[config.mk]
export PLATFORM = sky130hd
export DESIGN_NAME = tempo_generator
export DESIGN_NICKNAME = d
export VERILOG_FILES = /design/src/rtl/tempo_generator_pkg.sv /design/src/rtl/tempo_channel.sv /design/src/rtl/tempo_generator.sv
export SDC_FILE = /design/constraint.sdc
export NUM_CORES = 1
export LEC_CHECK = 0
export CORE_MARGIN = 2
export CORE_UTILIZATION = 55
export CTS_CLUSTER_SIZE = 28
export DETAILED_ROUTE_END_ITERATION = 12
export PLACE_DENSITY = 0.84
export SETUP_SLACK_MARGIN = 0.2
export SYNTH_ARGS = -nofsm -noshare
export SYNTH_HDL_FRONTEND = slang
export SYNTH_SLANG_ARGS = --single-unit
[constraint.sdc]
create_clock -name clock -period 5.17 [get_ports clock]
set_clock_uncertainty 0.1 [all_clocks]
set_input_delay 0.517 -clock clock [delete_from_list [all_inputs] [get_ports clock]]
set_output_delay 0.517 -clock clock [all_outputs]
set_load 0.01 [all_outputs]
[src/rtl/tempo_generator_pkg.sv]
// Shared constants for the tempo generator: reset defaults and config register select codes.
package tempo_generator_pkg;
    localparam int   DEF_PERIOD = 5000000;
    localparam int   DEF_BAR    = 4;
    localparam logic CFG_PERIOD = 1'b0;
    localparam logic CFG_BAR    = 1'b1;
endpackage

[src/rtl/tempo_channel.sv]
// One tempo channel: period counter, beat index within a bar, and registered tick/downbeat pulses.
module tempo_channel #(
    parameter int CNT_W      = 32,
    parameter int BEAT_W     = 4,
    parameter int DEF_PERIOD = 5000000,
    parameter int DEF_BAR    = 4
) (
    input  logic              clock,
    input  logic              reset,
    input  logic              run,
    input  logic              pause,
    input  logic              per_we,
    input  logic              bar_we,
    input  logic [CNT_W-1:0]  cfg_data,
    output logic              tick,
    output logic              downbeat,
    output logic [BEAT_W-1:0] beat
);
    logic [CNT_W-1:0]  cnt_p1;
    logic [CNT_W-1:0]  per_p1;
    logic [BEAT_W-1:0] beat_p1;
    logic [BEAT_W-1:0] bar_p1;
    logic              tick_p1;
    logic              downbeat_p1;
    logic              wrap_c;

    // A bar length of zero means free-running beats that never mark a downbeat.
    function automatic logic bar_end(input logic [BEAT_W-1:0] b, input logic [BEAT_W-1:0] len);
        return (len != '0) && (b >= len - BEAT_W'(1));
    endfunction

    function automatic logic [BEAT_W-1:0] next_beat(input logic [BEAT_W-1:0] b,
                                                    input logic [BEAT_W-1:0] len);
        return bar_end(b, len) ? '0 : b + BEAT_W'(1);
    endfunction

    // >= rather than == so a shrunken period wraps at once instead of overrunning.
    assign wrap_c = (per_p1 != '0) && (cnt_p1 >= per_p1 - CNT_W'(1));

    // Stage p1: counter, beat and pulse registers
    always_ff @(posedge clock or posedge reset) begin
        if (reset) begin
            cnt_p1      <= '0;
            beat_p1     <= '0;
            tick_p1     <= 1'b0;
            downbeat_p1 <= 1'b0;
            per_p1      <= CNT_W'(DEF_PERIOD);
            bar_p1      <= BEAT_W'(DEF_BAR);
        end else begin
            if (per_we) per_p1 <= cfg_data;
            if (bar_we) bar_p1 <= cfg_data[BEAT_W-1:0];
            tick_p1     <= 1'b0;
            downbeat_p1 <= 1'b0;
            if (!run) begin
                cnt_p1  <= '0;
                beat_p1 <= '0;
            end else if (!pause) begin
                if (per_p1 == '0) begin
                    cnt_p1 <= '0;
                end else if (wrap_c) begin
                    cnt_p1      <= '0;
                    tick_p1     <= 1'b1;
                    beat_p1     <= next_beat(beat_p1, bar_p1);
                    downbeat_p1 <= bar_end(beat_p1, bar_p1);
                end else begin
                    cnt_p1 <= cnt_p1 + CNT_W'(1);
                end
            end
        end
    end

    assign tick     = tick_p1;
    assign downbeat = downbeat_p1;
    assign beat     = beat_p1;
endmodule

[src/rtl/tempo_generator.sv]
// Multi-channel tempo generator: decodes config writes to channels and packs their outputs.
module tempo_generator #(
    parameter int NUM_CH     = 2,
    parameter int CNT_W      = 32,
    parameter int BEAT_W     = 4,
    parameter int DEF_PERIOD = tempo_generator_pkg::DEF_PERIOD,
    parameter int DEF_BAR    = tempo_generator_pkg::DEF_BAR
) (
    input  logic                     clock,
    input  logic                     reset,
    input  logic [NUM_CH-1:0]        run,
    input  logic [NUM_CH-1:0]        pause,
    input  logic                     cfg_we,
    input  logic [2:0]               cfg_ch,
    input  logic                     cfg_sel,
    input  logic [CNT_W-1:0]         cfg_data,
    output logic [NUM_CH-1:0]        tick,
    output logic [NUM_CH-1:0]        downbeat,
    output logic [NUM_CH*BEAT_W-1:0] beat_idx
);
    import tempo_generator_pkg::*;

    // Channel numbers at or above NUM_CH match no instance, so such writes drop silently.
    for (genvar c = 0; c < NUM_CH; c++) begin : g_ch
        logic per_we;
        logic bar_we;

        assign per_we = cfg_we && (cfg_sel == CFG_PERIOD) && (cfg_ch == 3'(c));
        assign bar_we = cfg_we && (cfg_sel == CFG_BAR) && (cfg_ch == 3'(c));

        tempo_channel #(
            .CNT_W      (CNT_W),
            .BEAT_W     (BEAT_W),
            .DEF_PERIOD (DEF_PERIOD),
            .DEF_BAR    (DEF_BAR)
        ) u_channel (
            .clock    (clock),
            .reset    (reset),
            .run      (run[c]),
            .pause    (pause[c]),
            .per_we   (per_we),
            .bar_we   (bar_we),
            .cfg_data (cfg_data),
            .tick     (tick[c]),
            .downbeat (downbeat[c]),
            .beat     (beat_idx[c*BEAT_W +: BEAT_W])
        );
    end
endmodule
==> results by group <==
Status
  • Status: finished clean

CTS
  • H-Tree Depth: 4
  • CTS root buf: clkbuf_16
  • CTS tree: built
  • Clk slew on worst S/H paths: 60 ps
  • Clock sinks: 148
  • Max clock buf depth: 2
  • Insertion delay to the later sink of the worst-skew pair: 440 ps
  • Hold buffers post-CTS: 0
  • CTS Buf Count: 17

Synth
  • Synth top area share: 33.6%
  • Synth Register Bits: 148
  • Seq/Total Area, Yosys: 38.4%
  • EDFF count, synth: 0
  • Asr flop ratio synth: 100%
  • Ys flop type: dfrtp_1
  • Mapped Area: 9700 sq um
  • Area contributors post-synth: dfrtp_1, ha_1, mux2_2, dfstp_2, xnor2_1
  • Top cell type by total area after synthesis: dfrtp_1
  • YS warnings: 0
  • Synth unique cells: 63
  • Syn_area_per_cell: 9.43 sq um
  • Synthesized net count: 1153
  • Synth Instances: 1028

STA
  • Slew Viols, Final: 0
  • RSZ-0062 raised after global routing: yes
  • Tmin final: 4760 ps
  • Setup_tns: 0 ps
  • Final setup viols: 0
  • Achievable Freq: 0.210 GHz
  • Rel. slew slack: 13.2%
  • Worst slew pin tran: 1300 ps
  • Final Hold Viols: 0
  • Period utilization: 92.0%

Floorplan
  • Full die area: 18700 sq um
  • Chip width: 137 um
  • I/O Pins: 55
  • Die height: 137 um
  • Initial cell density of the core: 56.3%
  • # rows: 48
  • Core Area: 17200 sq um

Worst setup path
  • CP arrival: 5010 ps
  • Crit Path Max Fanout: 13
  • Crit. End Element: flip-flop
  • Critical Path RT: 5420 ps
  • Startpoint type of the worst setup path: flip-flop
  • R2R setup slack: 410 ps
  • Kind of critical path: reg2reg

GRT
  • First-pass GRT wire length: 37.7 mm
  • Vias in the first global route: 7752
  • Remaining Overflow, GRT: 0
  • Total global-route track usage: 25.5%
  • Initial antenna violation count: 0
  • Pin count of the biggest net entering global routing: 62

Placement
  • Post-DP HPWL: 16.1 mm
  • Port Buffers: 54
  • Placed cell count: 1285
  • Gpl congestion: 0.874

Detailed routing
  • Wire per inst: 17.5 um
  • Drc violations: 0
  • Routed vias: 8204
  • DRT Pass-1 Iters: 5
  • DR iter-0 viols: 799
  • Routed Antenna Nets: 0
  • Vias per cell: 6.22
  • Final wirelength: 23.1 mm

Min path
  • Class of the worst hold path: in2async

Power and ir drop
  • PwrDens: 304 nW/um^2
  • Overall power: 3.37 mW
  • LEAKAGE: 4.40 nW
  • Peak supply drop: 261 uV

Layout
  • Non-Filler Instances: 1318
  • Layout area overhead: 14.0%
  • Layout fillers: 1347
  • ANT cells: 0
  • Final layout net count: 1205
  • Layout cell share with drive strength beyond 1: 14.3%

Run
  • Max-Cap Viols: 0
cell families after synthesis:
logic type,synth area share (%)
simple gates,21.6
compound gates,11.8
xor+xnor,5.42
fa+ha+maj,10.6
flops,38.4
buf+inv,3.72
mux,8.41
final timing paths:
| kind | startpoint | cells past startpoint | end |
|---|---|---|---|
| min | reset | 2 | g_ch[0].u_channel.downbeat |
| max | g_ch[0].u_channel.per_p1[10] | 15 | g_ch[0].u_channel.cnt_p1[31] |
| max reg2reg | g_ch[0].u_channel.per_p1[10] | 15 | g_ch[0].u_channel.cnt_p1[31] |
| max in group asynchronous | reset | 3 | g_ch[1].u_channel.per_p1[13] |
| min reg2reg | g_ch[0].u_channel.cnt_p1[30] | 1 | g_ch[0].u_channel.cnt_p1[30] |
| min in group clock | g_ch[0].u_channel.cnt_p1[30] | 1 | g_ch[0].u_channel.cnt_p1[30] |
synthesized netlist by cell type, types with 8 or more instances:
master,count
dfstp_2,18
o311ai_0,21
a21o_1,9
xor2_1,15
ha_1,82
nand2b_1,12
o22ai_1,12
or3_1,17
and3_1,8
nand2_1,100
inv_1,47
o21ai_0,46
mux2_2,68
clkbuf_1,24
xnor2_1,45
or2_2,8
a31oi_1,15
nand3_1,65
nor2_1,55
nand4_1,29
and2_1,8
a21oi_1,42
or4_1,11
nor4_1,25
nor3_1,37
dfrtp_1,130
layer usage:
metal | share of wire [%] | wire (um) | GRT usage, % | vias up
li1 | - | - | - | 3914
met5 | 0 | 0 | 0 | -
met4 | 2.0 | 453 | 9.28 | 0
met1 | 47 | 10700 | 35.4 | 4007
met3 | 4.8 | 1110 | 4.41 | 38
met2 | 47 | 10800 | 40.1 | 245
sequential cells by signal (all words and copies together), names as in the netlist:
name	cells
g_ch.u_channel.downbeat	2
g_ch.u_channel.bar_p1	8
g_ch.u_channel.tick	2
g_ch.u_channel.cnt_p1	64
g_ch.u_channel.per_p1	64
g_ch.u_channel.beat	8
through the flow:
step / hold WS (ps) / utilization [%] / setup slack [ps] / area (sq um)
after floorplan: 372 / - / 603 / 9700
after global placement: 408 / 60.8 / 479 / 10500
final: 422 / 64.1 / 413 / 11100
after detailed placement: 415 / 60.8 / 382 / 10500
after global routing: 446 / 64.1 / 180 / 11100
after CTS: 422 / 63.8 / 214 / 11000
where the power goes:
part | internal (mW) | switching (mW)
Clock | 0.647 | 0.482
Sequential | 1.32 | 0.174
Combinational | 0.371 | 0.370
Total | 2.34 | 1.03
cell usage in the layout (no fill, tap or decap), drive strengths merged, types with 42 or more instances in the layout:
master,n
nand3,65
mux2,68
ha,82
inv,47
dfrtp,130
a21oi,42
o21ai,46
nor2,55
xnor2,45
nand2,100
clkdlybuf4s50,54
critical path, cell delays in order (launching register included):
cell	delay (ps)
dfrtp_1	430
or4_4	580
or4_4	480
or3_4	430
nor2_2	170
nand2_1	80
xor2_1	140
ha_1	310
a21oi_1	200
o21a_1	150
a2bb2oi_1	190
o311ai_1	120
buf_4	180
or4b_4	650
or3_1	390
o21ai_0	80
repair_timing:
| action | 4_1_cts | 5_1_grt |
|---|---|---|
| gates resized for setup | 0 | 9 |
| setup endpoints to repair | 0 | 70 |
| setup buffers | 0 | 0 |
| hold endpoints to repair | 0 | 0 |
area by class of cell:
cell class	count	area [sq um]	area share, %
multi-input combinational	797	5690	51.5
sequential	148	3730	33.7
timing repair buffer	69	653	5.91
clock buffer	26	489	4.43
tap	225	282	2.55
inverter	47	181	1.64
clock inverter	6	32.5	0.294
(Power assumes the default switching activity.)
